## config.mk

```make
export PLATFORM = sky130hd
export DESIGN_NAME = ddr_read_arbiter
export DESIGN_NICKNAME = d
export VERILOG_FILES = /design/src/rtl/ddr_read_arbiter_pkg.sv /design/src/rtl/ddr_tag_fifo.sv /design/src/rtl/ddr_read_arbiter.sv
export SDC_FILE = /design/constraint.sdc
export NUM_CORES = 1
export LEC_CHECK = 0
export ABC_AREA = 1
export CAP_MARGIN = 20
export CELL_PAD_IN_SITES_DETAIL_PLACEMENT = 0
export CELL_PAD_IN_SITES_GLOBAL_PLACEMENT = 1
export CORE_ASPECT_RATIO = 0.9
export CORE_MARGIN = 3
export CORE_UTILIZATION = 22
export DETAILED_ROUTE_END_ITERATION = 8
export GPL_TIMING_DRIVEN = 0
export PLACE_DENSITY = 0.86
export SLEW_MARGIN = 20
export SYNTH_ARGS = -nofsm -noshare
export SYNTH_HDL_FRONTEND = slang
export SYNTH_HIERARCHICAL = 1
export SYNTH_SLANG_ARGS = --single-unit
```

## constraint.sdc

```tcl
create_clock -name clk -period 5.45 [get_ports clk]
set_clock_uncertainty 0.05 [all_clocks]
set_input_delay 0.8175 -clock clk [delete_from_list [all_inputs] [get_ports clk]]
set_output_delay 0.8175 -clock clk [all_outputs]
set_load 0.02 [all_outputs]
```

## src/rtl/ddr_read_arbiter_pkg.sv

```systemverilog
// Shared types for the two-requester DDR read arbiter.
// Latency: none (types and helpers only).
// Backpressure: not applicable.
//
// Holds the arbiter FSM encoding and the requester-ID type. The ID type is
// also the tag width stored per outstanding read.
package ddr_read_arbiter_pkg;

    typedef enum logic {
        ST_IDLE  = 1'b0,
        ST_ISSUE = 1'b1
    } arb_state_e;

    // Requester identifier: 0 = m0, 1 = m1.
    typedef logic req_id_t;

    localparam int unsigned REQ_ID_W = 1;

    // Identifier of the requester that is not `id`.
    function automatic req_id_t other_req(input req_id_t id);
        return ~id;
    endfunction

endpackage

```

## src/rtl/ddr_tag_fifo.sv

```systemverilog
// Tag FIFO remembering which requester owns each outstanding DDR read.
// Latency: push visible at the head one cycle later; head is combinational.
// Backpressure: push while full and pop while empty are ignored.
//
// Ports:
//   clk, rst            rising-edge clock, async active-high reset
//   push, push_dat      write one tag
//   pop                 retire the head tag
//   head_dat            oldest stored tag
//   empty, full, count  occupancy (count is 0..DEPTH)
module ddr_tag_fifo #(
    parameter int WIDTH = 1,
    parameter int DEPTH = 8
) (
    input  logic                     clk,
    input  logic                     rst,
    input  logic                     push,
    input  logic [WIDTH-1:0]         push_dat,
    input  logic                     pop,
    output logic [WIDTH-1:0]         head_dat,
    output logic                     empty,
    output logic                     full,
    output logic [$clog2(DEPTH):0]   count
);

    localparam int AW = $clog2(DEPTH);

    logic [WIDTH-1:0] mem_q [DEPTH];
    logic [AW-1:0]    wr_ptr_q, wr_ptr_d;
    logic [AW-1:0]    rd_ptr_q, rd_ptr_d;
    logic [AW:0]      count_q,  count_d;
    logic             do_push, do_pop;

    assign empty    = (count_q == '0);
    assign full     = (count_q == (AW+1)'(DEPTH));
    assign count    = count_q;
    assign head_dat = mem_q[rd_ptr_q];

    assign do_push = push & ~full;
    assign do_pop  = pop & ~empty;

    // DEPTH is a power of two, so the pointers wrap by plain overflow.
    always_comb begin
        wr_ptr_d = wr_ptr_q;
        rd_ptr_d = rd_ptr_q;
        count_d  = count_q;
        if (do_push) begin
            wr_ptr_d = wr_ptr_q + 1'b1;
        end
        if (do_pop) begin
            rd_ptr_d = rd_ptr_q + 1'b1;
        end
        if (do_push && !do_pop) begin
            count_d = count_q + 1'b1;
        end else if (do_pop && !do_push) begin
            count_d = count_q - 1'b1;
        end
    end

    always_ff @(posedge clk or posedge rst) begin
        if (rst) begin
            wr_ptr_q <= '0;
            rd_ptr_q <= '0;
            count_q  <= '0;
        end else begin
            wr_ptr_q <= wr_ptr_d;
            rd_ptr_q <= rd_ptr_d;
            count_q  <= count_d;
        end
    end

    // Storage needs no reset: only slots between the pointers are ever read.
    always_ff @(posedge clk) begin
        if (do_push) begin
            mem_q[wr_ptr_q] <= push_dat;
        end
    end

endmodule

```

## src/rtl/ddr_read_arbiter.sv

```systemverilog
// Round-robin arbiter sharing one DDR3 Avalon-MM read port between two requesters.
// Latency: one IDLE cycle then the ISSUE cycle per read; return path is combinational.
// Backpressure: ddr_waitrequest stalls the granted requester; a full tag FIFO stalls both.
//
// Ports:
//   clk, rst                       rising-edge clock, async active-high reset
//   m0_*/m1_*                      requester Avalon-MM read ports
//   ddr_*                          shared DDR3 read port
//   pending                        outstanding-read count (0..DEPTH)
//   err_orphan                     sticky: data returned with nothing outstanding
module ddr_read_arbiter
    import ddr_read_arbiter_pkg::*;
#(
    parameter int ADDR_W = 32,
    parameter int DATA_W = 16,
    parameter int DEPTH  = 8
) (
    input  logic                      clk,
    input  logic                      rst,
    input  logic [ADDR_W-1:0]         m0_addr,
    input  logic                      m0_read,
    output logic                      m0_waitrequest,
    output logic signed [DATA_W-1:0]  m0_readdata,
    output logic                      m0_readdatavalid,
    input  logic [ADDR_W-1:0]         m1_addr,
    input  logic                      m1_read,
    output logic                      m1_waitrequest,
    output logic signed [DATA_W-1:0]  m1_readdata,
    output logic                      m1_readdatavalid,
    output logic [ADDR_W-1:0]         ddr_addr,
    output logic                      ddr_read,
    input  logic                      ddr_waitrequest,
    input  logic signed [DATA_W-1:0]  ddr_readdata,
    input  logic                      ddr_readdatavalid,
    output logic [$clog2(DEPTH):0]    pending,
    output logic                      err_orphan
);

    arb_state_e state_q, state_d;
    req_id_t    grant_q, grant_d;
    req_id_t    rr_ptr_q, rr_ptr_d;
    logic       err_orphan_q, err_orphan_d;

    logic       gnt_read;
    logic       fav_read;
    logic       tag_push;
    logic       tag_pop;
    req_id_t    tag_head;
    logic       tag_empty;
    logic       tag_full;

    // ------------------------------------------------------------------
    // Request side
    // ------------------------------------------------------------------
    assign gnt_read = grant_q  ? m1_read : m0_read;
    assign fav_read = rr_ptr_q ? m1_read : m0_read;

    always_comb begin
        state_d        = state_q;
        grant_d        = grant_q;
        rr_ptr_d       = rr_ptr_q;
        tag_push       = 1'b0;
        ddr_read       = 1'b0;
        ddr_addr       = grant_q ? m1_addr : m0_addr;
        m0_waitrequest = 1'b1;
        m1_waitrequest = 1'b1;

        unique case (state_q)
            ST_IDLE: begin
                // Uses the registered occupancy: a pop this cycle only
                // frees a slot for the grant decision of the next cycle.
                if ((m0_read || m1_read) && !tag_full) begin
                    state_d = ST_ISSUE;
                    grant_d = fav_read ? rr_ptr_q : other_req(rr_ptr_q);
                end
            end
            ST_ISSUE: begin
                ddr_read = gnt_read;
                if (grant_q) begin
                    m1_waitrequest = ddr_waitrequest;
                end else begin
                    m0_waitrequest = ddr_waitrequest;
                end
                if (!gnt_read) begin
                    // Requester withdrew: drop the slot, keep its priority.
                    state_d = ST_IDLE;
                end else if (!ddr_waitrequest) begin
                    tag_push = 1'b1;
                    rr_ptr_d = other_req(grant_q);
                    state_d  = ST_IDLE;
                end
            end
            default: begin
                state_d = ST_IDLE;
            end
        endcase
    end

    // ------------------------------------------------------------------
    // Return side: the head tag names the owner of the next return
    // ------------------------------------------------------------------
    assign tag_pop          = ddr_readdatavalid & ~tag_empty;
    assign m0_readdata      = ddr_readdata;
    assign m1_readdata      = ddr_readdata;
    assign m0_readdatavalid = tag_pop & (tag_head == 1'b0);
    assign m1_readdatavalid = tag_pop & (tag_head == 1'b1);

    assign err_orphan_d = err_orphan_q | (ddr_readdatavalid & tag_empty);
    assign err_orphan   = err_orphan_q;

    always_ff @(posedge clk or posedge rst) begin
        if (rst) begin
            state_q      <= ST_IDLE;
            grant_q      <= 1'b0;
            rr_ptr_q     <= 1'b0;
            err_orphan_q <= 1'b0;
        end else begin
            state_q      <= state_d;
            grant_q      <= grant_d;
            rr_ptr_q     <= rr_ptr_d;
            err_orphan_q <= err_orphan_d;
        end
    end

    ddr_tag_fifo #(
        .WIDTH (REQ_ID_W),
        .DEPTH (DEPTH)
    ) u_tag_fifo (
        .clk      (clk),
        .rst      (rst),
        .push     (tag_push),
        .push_dat (grant_q),
        .pop      (tag_pop),
        .head_dat (tag_head),
        .empty    (tag_empty),
        .full     (tag_full),
        .count    (pending)
    );

endmodule

```

# After elaboration in Yosys (flattened, before gate mapping)
# Memory sizes are Yosys's and may differ from the RTL's.
# Cells that the tools add are included.
# classes
addsub,4
n_reduce_logical,11
bitwise_logic,14
eq_ne,1
mux,20
# op_table
cell,n
$mux 32,1
$mux 1,16
$mux 4,2
$not 1->1,7
$add 3x1->3 const B,2
$and 1x1->1,6
$add 4x1->4 const B,1
$eq 4x4->1 const B,1
$logic_not 4->1,1
$sub 4x1->4 const B,1
$logic_and 1x1->1,3
$logic_not 1->1,3
$reduce_and 3->1,1
$pmux 1 s2,1
$reduce_and 2->1,1
$reduce_bool 2->1,1
$logic_or 1x1->1,1
$or 1x1->1,1
# word_totals
out_inout_bits,74
n_memories,1
mem_bits_rw,8
register_bits,14
elab_cells,58
input_bits,86
# memory_table
name,depth,width,read_ports,rd_clocked_by_memory_dff,wr,line_no,rtl
u_tag_fifo.mem_q,8,1,1,0,1,ddr_tag_fifo.sv:28,logic [WIDTH-1:0] mem_q [DEPTH];

# Longest topological paths before layout
# Gate-level depths: netlist (run 1).
# depth
ltp_word,8
ltp_mapped,17
mapped_depth_nobuf,16

# Cells and area by module
# The synthesis (run 1) kept the hierarchy.
# modules_own_cells
module,cells_each,instances,area_per_inst_um2,seq_area_each_um2
ddr_tag_fifo,116,1,999.7,490.5
ddr_read_arbiter,168,1,915.9,100.1

# Least setup slack after synthesis (run 1)
# OpenSTA, ideal clock, no wires.
# synth_path
kind,in2reg
startpoint,input port ddr_waitrequest
endpoint,register u_tag_fifo.count_q[3] (netlist: u_tag_fifo/count[3])
cell_stages,13
arrival_time_ns,2.268
t_required_ns,5.283
slack_ns,3.015
cell_sequence,nor2_2 nand2_2 inv_1 nand2_4 inv_1 ha_1 inv_1 ha_1 or2_2 nand2_1 nand2_1 nand3_1 nand2_1
# synth_between
elab_chain_cells,7
# synth_lines
item,line_no,rtl
start: declaration,ddr_read_arbiter.sv:32,"input logic ddr_waitrequest,"
$mux 1 *,ddr_read_arbiter.sv:87,end else if (!ddr_waitrequest) begin
$mux 1 *,ddr_read_arbiter.sv:84,if (!gnt_read) begin
$mux 1 *,ddr_read_arbiter.sv:68,unique case (state_q)
net tag_push,ddr_read_arbiter.sv:46,logic tag_push;
$and 1x1->1 *,ddr_tag_fifo.sv:39,assign do_push = push & ~full;
net u_tag_fifo.do_push,ddr_tag_fifo.sv:32,"logic do_push, do_pop;"
$logic_not 1->1,ddr_tag_fifo.sv:55,end else if (do_pop && !do_push) begin
$logic_and 1x1->1,ddr_tag_fifo.sv:55,
$reduce_bool 2->1 (no line),--,
end signal: assignment,ddr_tag_fifo.sv:68,count_q <= count_d;
end: declaration,ddr_tag_fifo.sv:31,"logic [AW:0] count_q, count_d;"
# Mark *: on every way through the listed nets, which the timed path passes. The rest lies on a longest branch.
# A chain may end at the register's enable or synchronous reset.

# Final worst setup path (run 1)
# layout_path
startpoint,input port m0_read
endpoint,output port ddr_read
# layout_between
elab_chain_cells,2
# layout_lines
item,line_no,rtl
start: declaration,ddr_read_arbiter.sv:21,"input logic m0_read,"
$mux 1,ddr_read_arbiter.sv:55,assign gnt_read = grant_q ? m1_read : m0_read;
$mux 1,ddr_read_arbiter.sv:68,
end: declaration,ddr_read_arbiter.sv:31,"output logic ddr_read,"
# No other way between the ends.

==> summary.md, run 1 <==
| Metric | Value |
|---|---|
| Reg-to-reg setup timing slack | `2.98 ns` |
| Required time of the critical path | `4.58 ns` |
| Detailed Routing Iterations Pass 1 | `4` |
| Final GP Congestion | `0.8029` |
| TritonCTS clock tree | `done` |
| Die Y | `94.53 um` |
| Share of layout cells above drive strength 1 | `12.99%` |
| Initial Utilization | `23.19%` |
| Logic pwr share | `69.7%` |
| Worst setup EP type | `output port` |
| CP arrival | `2.22 ns` |
| Slew of the pin with the lowest slew margin | `0.4142 ns` |
| Die Area | `0.009865 sq mm` |
| P_sw | `0.0006674 W` |
| Reg power frac | `20.1%` |
| Max-cap violations | `0` |
| Achievable Freq | `324.3 MHz` |
| HP Class | `reg2reg` |
| WS Path Type | `in2out` |
| Synth warn | `6` |
| Vias in the first global route | `2,048` |
| Post-CTS resize count | `0` |
| Register area share after synthesis | `30.83%` |
| Final ANT Viol Nets | `0` |
| Final Hold Vio Count | `0` |
| Routed vias | `2,124` |
| Avg Inst Size Synth | `6.745 sq um` |
| Power Dens Cells | `416.3 mW/mm^2` |
| Synth Register Bits | `22` |
| Max clock buf depth | `2` |
| Mapped Nets | `376` |
| Synthesized instance count | `284` |
| CTS root buf | `clkbuf_8` |
| Register clock-pin slew on the reported worst setup and hold paths | `0.07 ns` |
| H-Tree Depth | `1` |
| GRT Residual Overflow | `0` |
| Worst-Skew Late Latency | `0.26 ns` |
| N_diodes | `0` |
| Pre-CTS WS | `2.327 ns` |
| Layout area overhead | `85.96%` |
| Top-Level Pins | `160` |
| Worst-path maximum fanout | `4` |
| Detailed placement HPWL | `5.213 mm` |
| Endpoints failing setup | `0` |
| 1st-iter DRT viols | `38` |
| Nets | `524` |
| GRT Overall Usage | `10.99%` |
| Crit path time final | `3.083 ns` |
| Synth Cell Area | `0.001916 sq mm` |
| Hold buffers post-CTS | `0` |
| Final setup margin | `2.367 ns` |
| Initial antenna violation count | `0` |
| Die Wd | `104.4 um` |
| Cell Int Power | `0.0008154 W` |
| Post-CTS Setup Bufs | `0` |
| Row cnt | `31` |
| RSZ-0062 raised after global routing | `no` |
| WL final | `5.906 mm` |
| First-pass GRT wire length | `9.128 mm` |
| DRC | `0` |
| Core ar. | `0.008262 sq mm` |
| Setup_tns | `0 ns` |
| Largest net degree at the start of global routing | `14` |
| Switching Share | `45.01%` |
| Final cell utilization of the core | `43.12%` |
| Hold Slack | `0.4327 ns` |
| Peak supply drop | `0.1785 mV` |
| Port bufs | `143` |
| Via-to-Cell Ratio | `3.890` |
| TritonCTS Buffers | `3` |
| Final period util | `56.57%` |
| Fin. max-slew vios | `0` |
| Status | `completed` |
| Drt wl/cell | `10.82 um` |
| Cell leakage power | `1.706 nW` |
| Slew headroom | `72.35%` |
| CTS sink count | `22` |
| Clk pwr share | `10.2%` |
| Synth unique cells | `26` |
| Crit path launch type | `input pin` |
## state kept, by name, indices dropped and copies added, names as in the netlist
register / count
rr_ptr_q: 1
u_tag_fifo/count: 4
grant_q: 1
u_tag_fifo/mem_q: 8
err_orphan: 1
u_tag_fifo/rd_ptr_q: 3
u_tag_fifo/wr_ptr_q: 3
state_q: 1
## final timing paths
kind / from / end / depth (start not counted)
min in group asynchronous: rst / state_q / 2
max: m0_read / ddr_read / 4
min reg2reg: err_orphan / err_orphan / 1
max reg2reg: grant_q / u_tag_fifo/count[3] / 15
max in group asynchronous: rst / u_tag_fifo/rd_ptr_q[1] / 2
min: err_orphan / err_orphan / 1
## cell type report
type	count	area (sq um)
plain buffers	41	324.1
clock buffers	3	41.29
clock inverters	1	30.03
fillers	857	4700
inverters	25	101.3
multi-input cells	196	899.6
flip-flops and latches	22	590.6
well taps	115	143.9
repair buffers	143	1431
## synthesized netlist by cell type
cell	instances	area (sq um)
or2_2	1	6.260
nor2_2	2	12.51
nand3_1	6	30.03
dfrtp_1	14	350.3
xnor2_1	5	43.79
inv_8	1	11.26
buf_2	1	5.000
ha_1	5	62.56
edfxtp_1	8	240.2
o21ai_1	1	5.000
and3_1	1	6.260
a21oi_1	1	5.000
o21bai_1	1	7.510
fa_1	1	20.02
o21ai_0	3	15.01
buf_4	35	262.8
nand2_4	2	22.52
buf_6	5	56.30
nand2_1	140	525.5
nor2_1	11	41.29
inv_1	24	90.09
nand3_2	1	10.01
nand2_2	4	25.02
nor3_1	9	45.04
xor2_1	1	8.760
o211ai_1	1	7.510
## cell families (layout without fill, tap and decap cells)
logic type / count (synthesis) / count (layout) / share of synthesized area, %
adder cells (fa/ha/maj): 6 / 6 / 4.311
AO/OA/AOI/OAI: 7 / 7 / 2.090
flip-flops: 22 / 22 / 30.83
AND/OR/NAND/NOR: 177 / 177 / 37.82
buffers and inverters: 66 / 213 / 22.21
XOR/XNOR: 6 / 6 / 2.743
## critical path, stage by stage
cell             delay [ns]
clkdlybuf4s50_1        0.57
nand2_4                0.07
a21oi_1                0.12
clkdlybuf4s50_1        0.64
## layer usage
layer / global-route usage (%) / part of all wire [%] / up-vias
met5: 0 / 0 / -
met4: 0.9967 / 0.14 / 0
met1: 11.57 / 37 / 927
met3: 5.332 / 11 / 2
met2: 20.70 / 53 / 73
li1: - / - / 1122
## stage by stage
| step | cells | cell area, sq um | total power (W) |
|---|---|---|---|
| 3_5_place_dp | 542 | 3491 | 0.001350 |
| 6_report | 546 | 3562 | 0.001483 |
| 2_1_floorplan | 284 | 1916 | 0.0009255 |
| 4_1_cts | 546 | 3562 | 0.001511 |
| 5_1_grt | 546 | 3562 | 0.001613 |
| 3_3_place_gp | 542 | 3491 | 0.001339 |
## cells in the final DEF, fill, tap and decap left out, types with 2 or more instances in the layout
master and instances:
clkdlybuf4s50_1 143, nand2_1 140, buf_4 35, inv_1 24, dfrtp_1 14, nor2_1 11, nor3_1 9, edfxtp_1 8
nand3_1 6, buf_6 5, xnor2_1 5, ha_1 5, nand2_2 4, o21ai_0 3, clkbuf_8 3, nand2_4 2
nor2_2 2
## power by group through the flow
stage	Clock, W	Sequential [W]	Combinational [W]
after floorplan	0	0.000305	0.000620
after global placement	0	0.000300	0.00104
after detailed placement	0	0.000303	0.00105
after CTS	0.000157	0.000300	0.00105
after global routing	0.000165	0.000309	0.00114
final	0.000151	0.000298	0.00103
(Power assumes the default switching activity.)
==> run 2: changes to the inputs <==
--- a/config.mk
+++ b/config.mk
@@ -11,10 +11,10 @@
 export CELL_PAD_IN_SITES_GLOBAL_PLACEMENT = 1
 export CORE_ASPECT_RATIO = 0.9
 export CORE_MARGIN = 3
-export CORE_UTILIZATION = 22
+export CORE_UTILIZATION = 19
 export DETAILED_ROUTE_END_ITERATION = 8
 export GPL_TIMING_DRIVEN = 0
-export PLACE_DENSITY = 0.86
+export PLACE_DENSITY = 0.79
 export SLEW_MARGIN = 20
 export SYNTH_ARGS = -nofsm -noshare
 export SYNTH_HDL_FRONTEND = slang
==> constraint.sdc (replaced) <==
create_clock -name clk -period 2.5 [get_ports clk]
set_clock_uncertainty 0.05 [all_clocks]
set_input_delay 0.375 -clock clk [delete_from_list [all_inputs] [get_ports clk]]
set_output_delay 0.375 -clock clk [all_outputs]
set_load 0.02 [all_outputs]
==> run 2 against run 1 <==
Against the previous run: final cell count increased by 2.2%; critical path depth up 11; global-route usage down 1.0 points; clock power is 48% higher; flip-flop and latch count unchanged; utilization down 6.4 points; die area rose by 15%; non-clock buffer count increased by 1; critical path type is now in2reg; critical endpoint is now u_tag_fifo/count[3]; highest routed layer is now met3.
==> summary.md, run 2 (synthesized netlist as in run 1, its figures left out) <==
| Metric | Value |
|---|---|
| Crit-path cells | `clkdlybuf4s50_1 > nand2_4 > nand2_2 > nand2_2 > inv_1 > nand2_4 > inv_1 > ha_2 > inv_2 > ha_1 > or2_2 > nand2_1 > nand2_1 > nand3_1 > nand2_1` |
| WS Path Type | `in2reg` |
| Largest net degree at the start of global routing | `13 (-1)` |
| Drt wl/cell | `10.76 um (-0.54%)` |
| Fin. max-slew vios | `0 (unchanged)` |
| CP top delay family | `buffers and inverters` |
| CP arrival | `2.46 ns (+0.24 ns)` |
| Slew of the pin with the lowest slew margin | `0.3930 ns (-0.02121 ns)` |
| Power Dens Cells | `883.4 mW/mm^2 (+110%)` |
| Initial Utilization | `19.66% (-3.5 points)` |
| FILL cells | `1,029 (+20%)` |
| P_sw | `0.001465 W (+120%)` |
| Status | `completed` |
| Max reg flops | `8 (unchanged)` |
| CTS sink count | `22 (unchanged)` |
| Share of layout cells above drive strength 1 | `14.81% (+1.8 points)` |
| Worst setup EP type | `flop` |
| Port bufs | `143 (unchanged)` |
| Required time of the critical path | `2.61 ns (-1.97 ns)` |
| Peak supply drop | `0.3674 mV (+110%)` |
| GRT Residual Overflow | `0 (unchanged)` |
| Worst-path maximum fanout | `4 (unchanged)` |
| Detailed placement HPWL | `5.247 mm (+0.65%)` |
| Final ANT Viol Nets | `0 (unchanged)` |
| Max clock buf depth | `2 (unchanged)` |
| Max-cap violations | `0 (unchanged)` |
| Core ar. | `0.009742 sq mm (+18%)` |
| Max stage delay cell, worst path | `clkdlybuf4s50_1` |
| Row cnt | `34 (+9.7%)` |
| Switching Share | `46.35% (+1.3 points)` |
| Most flop-heavy register | `u_tag_fifo/mem_q` |
| Layout area overhead | `86.74%` |
| WL final | `6.003 mm (+1.6%)` |
| Achievable Freq | `424.1 MHz` |
| Initial antenna violation count | `0 (unchanged)` |
| Final period util | `94.31%` |
| Detailed Routing Iterations Pass 1 | `4 (unchanged)` |
| Nets | `525 (+0.19%)` |
| Final Hold Vio Count | `0 (unchanged)` |
| N_diodes | `0 (unchanged)` |
| TritonCTS Buffers | `3 (unchanged)` |
| Routed vias | `2,128 (+0.19%)` |
| Die Y | `101.3 um (+7.1%)` |
| Crit path time final | `2.358 ns` |
| Top-Level Pins | `160 (unchanged)` |
| Final Total Pwr | `0.003160 W (+110%)` |
| DRC | `0 (unchanged)` |
| Reg area | `595.6 sq um (+0.85%)` |
| TritonCTS clock tree | `done` |
| Endpoints failing setup | `0 (unchanged)` |
| Slew headroom | `73.77% (+1.4 points)` |
| Crit path launch type | `input pin` |
| RSZ-0062 raised after global routing | `no` |
| Cell leakage power | `1.729 nW (+1.3%)` |
| Die Area | `0.01132 sq mm (+15%)` |
| H-Tree Depth | `1 (unchanged)` |
| Multi-input logic area | `907.1 sq um (+0.83%)` |
| GRT Overall Usage | `9.958% (-1.0 points)` |
| Die Wd | `111.8 um (+7.2%)` |
| 1st-iter DRT viols | `29 (-24%)` |
| Max incr delay on CP | `0.57 ns (-0.07 ns)` |
| Worst-Skew Late Latency | `0.26 ns (about the same)` |
| Vias in the first global route | `2,123 (+3.7%)` |
| Cell Int Power | `0.001696 W (+110%)` |
| Reg power frac | `20.4% (+0.3 points)` |
| CTS root buf | `clkbuf_8` |
| Final setup margin | `0.1423 ns (-2.225 ns)` |
| Via-to-Cell Ratio | `3.814 (-2.0%)` |
| Register clock-pin slew on the reported worst setup and hold paths | `0.08 ns (about the same)` |
| Commonest non-fill, non-tap cells in the layout | `nand2_1, clkdlybuf4s50_1, buf_4, inv_1, nor2_1` |
| CP Buf/Inv Count | `4 (+2)` |
| Most numerous cell on the critical path | `nand2_1` |
| HP Class | `in2async` |
| First-pass GRT wire length | `9.377 mm (+2.7%)` |
| Final GP Congestion | `0.7288 (-9.2%)` |
| Pre-CTS WS | `-0.1842 ns (-2.511 ns)` |
| Logic pwr share | `72.5% (+2.8 points)` |
| Clk pwr share | `7.1% (-3.1 points)` |
-- run 2: power by group through the flow --
stage / clock network, W / registers [W] / logic [W]
6_report: 0.000223 / 0.000644 / 0.00229
5_1_grt: 0.000247 / 0.000666 / 0.00254
4_1_cts: 0.000231 / 0.000652 / 0.00231
3_5_place_dp: 0 / 0.000658 / 0.00229
3_3_place_gp: 0 / 0.000654 / 0.00228
2_1_floorplan: 0 / 0.000666 / 0.00135
-- run 2: repair_timing --
item	CTS	global route
setup buffers	0	1
endpoints found under the setup margin	0	3
hold buffers	0	0
resized for setup	0	11
-- run 2: stage by stage --
stage                     hold slack (ns)  util, %  instances  cell area [sq um]  setup TNS, ns
after floorplan                   0.09108        -        284               1916              0
after global routing               0.3406    36.72        558               3577              0
after global placement             0.4128    35.97        553               3505        -0.1711
final                              0.3207    36.72        558               3577              0
after CTS                          0.3315    36.44        557               3550              0
after detailed placement           0.4129    35.97        553               3505        -0.1842
-- run 2: cell type report --
| type | instances | share of cell area, % |
|---|---|---|
| repair buffers | 144 | 40.43 |
| multi-input cells | 196 | 25.36 |
| flip-flops and latches | 22 | 16.65 |
| plain buffers | 41 | 9.059 |
| well taps | 126 | 4.407 |
| inverters | 25 | 2.833 |
| clock buffers | 4 | 1.259 |
-- run 2: worst paths after layout --
path                            slack (ns)  cells past startpoint     start                  end
worst max-delay path                  0.14                     15   m0_read  u_tag_fifo/count[3]
worst min-delay path                  0.32                      2       rst           err_orphan
worst max register to register        0.19                     16   grant_q  u_tag_fifo/count[3]
worst min register to register        0.43                      2  rr_ptr_q             rr_ptr_q
max in group asynchronous             1.71                      2       rst  u_tag_fifo/count[1]
min in group clk                      0.40                      3   m1_read              grant_q
-- run 2: worst register-to-register path: stages (launching register included) --
cell and delay [ns]:
dfrtp_2 0.41, buf_6 0.15, inv_8 0.09, nand2_4 0.05, nand2_2 0.07, nand2_2 0.05
inv_1 0.09, nand2_4 0.07, inv_1 0.09, ha_2 0.19, inv_2 0.06, ha_1 0.29
or2_2 0.32, nand2_1 0.07, nand2_1 0.04, nand3_1 0.05, nand2_1 0.05
-- run 2: metal layers --
| metal | global-route usage, % | share of wire, % |
|---|---|---|
| met1 | 10.40 | 38 |
| met2 | 18.25 | 49 |
| met3 | 5.914 | 13 |
| met4 | 0.5613 | 0 |
| met5 | 0 | 0 |
==> run 3: changes to the inputs <==
--- a/config.mk
+++ b/config.mk
@@ -11,10 +11,10 @@
 export CELL_PAD_IN_SITES_GLOBAL_PLACEMENT = 1
 export CORE_ASPECT_RATIO = 0.9
 export CORE_MARGIN = 3
-export CORE_UTILIZATION = 19
+export CORE_UTILIZATION = 21
 export DETAILED_ROUTE_END_ITERATION = 8
 export GPL_TIMING_DRIVEN = 0
-export PLACE_DENSITY = 0.79
+export PLACE_DENSITY = 0.83
 export SLEW_MARGIN = 20
 export SYNTH_ARGS = -nofsm -noshare
 export SYNTH_HDL_FRONTEND = slang
==> constraint.sdc (replaced) <==
create_clock -name clk -period 2.2 [get_ports clk]
set_clock_uncertainty 0.05 [all_clocks]
set_input_delay 0.33 -clock clk [delete_from_list [all_inputs] [get_ports clk]]
set_output_delay 0.33 -clock clk [all_outputs]
set_load 0.02 [all_outputs]
==> run 3 against run 2 <==
Against the previous run: first-iteration DRC count up 140%; cell area up 5.0%; critical path depth down 11; global-route usage up 0.99 points; final cell count down 0.18%; utilization up 6.3 points; setup slack worse by 0.054 ns; combinational power up 16%; non-clock buffer count up 6; critical endpoint is now ddr_addr[25]; largest cell class unchanged.
==> summary.md, run 3 (synthesized netlist as in run 1, its figures left out) <==
| Metric | Value |
|---|---|
| Max clock buf depth | `2 (unchanged)` |
| Endpoints failing setup | `0 (unchanged)` |
| Initial antenna violation count | `0 (unchanged)` |
| Final period util | `96.01%` |
| Most flop-heavy register | `u_tag_fifo/mem_q` |
| Slew headroom | `73.70% (about the same)` |
| Initial Utilization | `21.95% (+2.3 points)` |
| Routed vias | `2,133 (+0.23%)` |
| Worst-Skew Late Latency | `0.26 ns (about the same)` |
| RSZ-0062 raised after global routing | `yes` |
| Commonest non-fill, non-tap cell in the layout | `nand2_1` |
| DRC | `0 (unchanged)` |
| GRT Residual Overflow | `0 (unchanged)` |
| Crit-path cells | `buf_4 > nand2_1 > nand2_1 > clkdlybuf4s50_1` |
| Worst-path maximum fanout | `10 (+6)` |
| HP Class | `in2async` |
| Final Hold Vio Count | `0 (unchanged)` |
| Achievable Freq | `473.4 MHz` |
| CP arrival | `1.73 ns (-0.73 ns)` |
| Crit path launch type | `flop` |
| H-Tree Depth | `1 (unchanged)` |
| Core ar. | `0.008728 sq mm (-10%)` |
| Reg-to-reg setup timing slack | `0.13 ns (-0.06 ns)` |
| Status | `completed` |
| Hold buffers post-CTS | `0 (unchanged)` |
| N_diodes | `0 (unchanged)` |
| Register clock-pin slew on the reported worst setup and hold paths | `0.08 ns (about the same)` |
| TritonCTS clock tree | `done` |
| Max incr delay on CP | `0.60 ns (+0.03 ns)` |
| Drt wl/cell | `10.49 um (-2.5%)` |
| Top-Level Pins | `160 (unchanged)` |
| Required time of the critical path | `1.82 ns (-0.79 ns)` |
| Commonest non-fill, non-tap cells in the layout | `nand2_1, clkdlybuf4s50_1, buf_4, dlymetal6s2s_1, inv_1` |
| Vias in the first global route | `2,151 (+1.3%)` |
| CTS sink count | `22 (unchanged)` |
| Final setup margin | `0.08778 ns (-0.05448 ns)` |
| Die Area | `0.01031 sq mm (-9.0%)` |
| WS Path Type | `reg2out` |
| Fin. max-slew vios | `0 (unchanged)` |
| GRT Overall Usage | `10.95% (+0.99 points)` |
| Crit path time final | `2.112 ns` |
| Detailed Routing Iterations Pass 1 | `4 (unchanged)` |
| Worst setup EP type | `output port` |
| Final cell utilization of the core | `43.03% (+6.3 points)` |
| Via-to-Cell Ratio | `3.829 (+0.41%)` |
| Share of layout cells above drive strength 1 | `18.04% (+3.2 points)` |
| Power Dens Cells | `1010 mW/mm^2 (+14%)` |
| Max reg flops | `8 (unchanged)` |
| Pre-CTS WS | `-0.4642 ns (-0.2799 ns)` |
| Layout area overhead | `96.08%` |
| Final ANT Viol Nets | `0 (unchanged)` |
| 1st-iter DRT viols | `70 (+140%)` |
| Nets | `531 (+1.1%)` |
| FILL cells | `936 (-9.0%)` |
| Max stage delay cell, worst path | `clkdlybuf4s50_1` |
| Largest net degree at the start of global routing | `14 (+1)` |
| Peak supply drop | `0.4163 mV (+13%)` |
| WL final | `5.844 mm (-2.6%)` |
| Max-cap violations | `0 (unchanged)` |
| First-pass GRT wire length | `9.508 mm (+1.4%)` |
| Die Y | `96.61 um (-4.6%)` |
| Final GP Congestion | `0.7465 (+2.4%)` |
| TritonCTS Buffers | `3 (unchanged)` |
| Cell leakage power | `2.034 nW (+18%)` |
| Die Wd | `106.7 um (-4.6%)` |
| Row cnt | `32 (-5.9%)` |
| CTS root buf | `clkbuf_8` |
| Setup_tns | `0 ns (unchanged)` |
| Detailed placement HPWL | `5.021 mm (-4.3%)` |
| Slew of the pin with the lowest slew margin | `0.3940 ns (+0.001005 ns)` |
| Most numerous cell on the critical path | `nand2_1` |
| Port bufs | `143 (unchanged)` |
==> run 3: cell type report <==
type / count / area (sq um) / share of cell area (%)
flip-flops and latches: 22 / 596.8 / 15.89
multi-input cells: 196 / 952.2 / 25.35
clock inverters: 1 / 30.03 / 0.7995
plain buffers: 40 / 315.3 / 8.394
well taps: 119 / 148.9 / 3.964
repair buffers: 151 / 1560 / 41.54
clock buffers: 3 / 41.29 / 1.099
inverters: 25 / 111.4 / 2.965
==> run 3: layer usage <==
layer	global-route usage (%)	wire, um	up-vias
li1	-	-	1137
met1	11.54	2140	916
met2	20.47	3053	78
met3	5.137	643	2
met4	0.8850	6	0
met5	0	0	-
==> run 3: report_power, final <==
| part | switching [W] | internal, W | leakage [nW] |
|---|---|---|---|
| Combinational | 0.00140 | 0.00126 | 1.76 |
| Sequential | 0.000169 | 0.000586 | 0.234 |
| Clock | 0.000131 | 0.000243 | 0.0357 |
| Total | 0.00170 | 0.00209 | 2.03 |
==> run 3: repair_timing <==
item | in CTS | in global routing
endpoints found under the setup margin | 37 | 34
pin swaps | 0 | 3
setup buffers | 1 | 7
gates resized for setup | 10 | 44
==> run 3: path summary, 6_finish.rpt <==
path | end | startpoint | cells past startpoint
max | ddr_addr[25] | grant_q | 4
min | state_q | rst | 2
max reg2reg | u_tag_fifo/count[3] | grant_q | 17
min reg2reg | rr_ptr_q | rr_ptr_q | 2
max in group asynchronous | u_tag_fifo/count[3] | rst | 2
min in group clk | rr_ptr_q | m0_read | 3
==> run 3: per-stage QoR <==
step | power, W | cell area, sq um | cells | hold slack, ns
6_report | 0.003794 | 3756 | 557 | 0.2835
5_1_grt | 0.004129 | 3756 | 557 | 0.2796
4_1_cts | 0.003780 | 3603 | 551 | 0.2816
3_5_place_dp | 0.003350 | 3501 | 546 | 0.4136
3_3_place_gp | 0.003324 | 3501 | 546 | 0.4119
2_1_floorplan | 0.002301 | 1921 | 284 | 0.04608
==> run 3: worst max-delay path: cells and delay by family (launching register included) <==
kind                   cells  cell delay, ns
AND/OR/NAND/NOR            2            0.12
buffers and inverters      2            0.82
flip-flops                 1            0.53
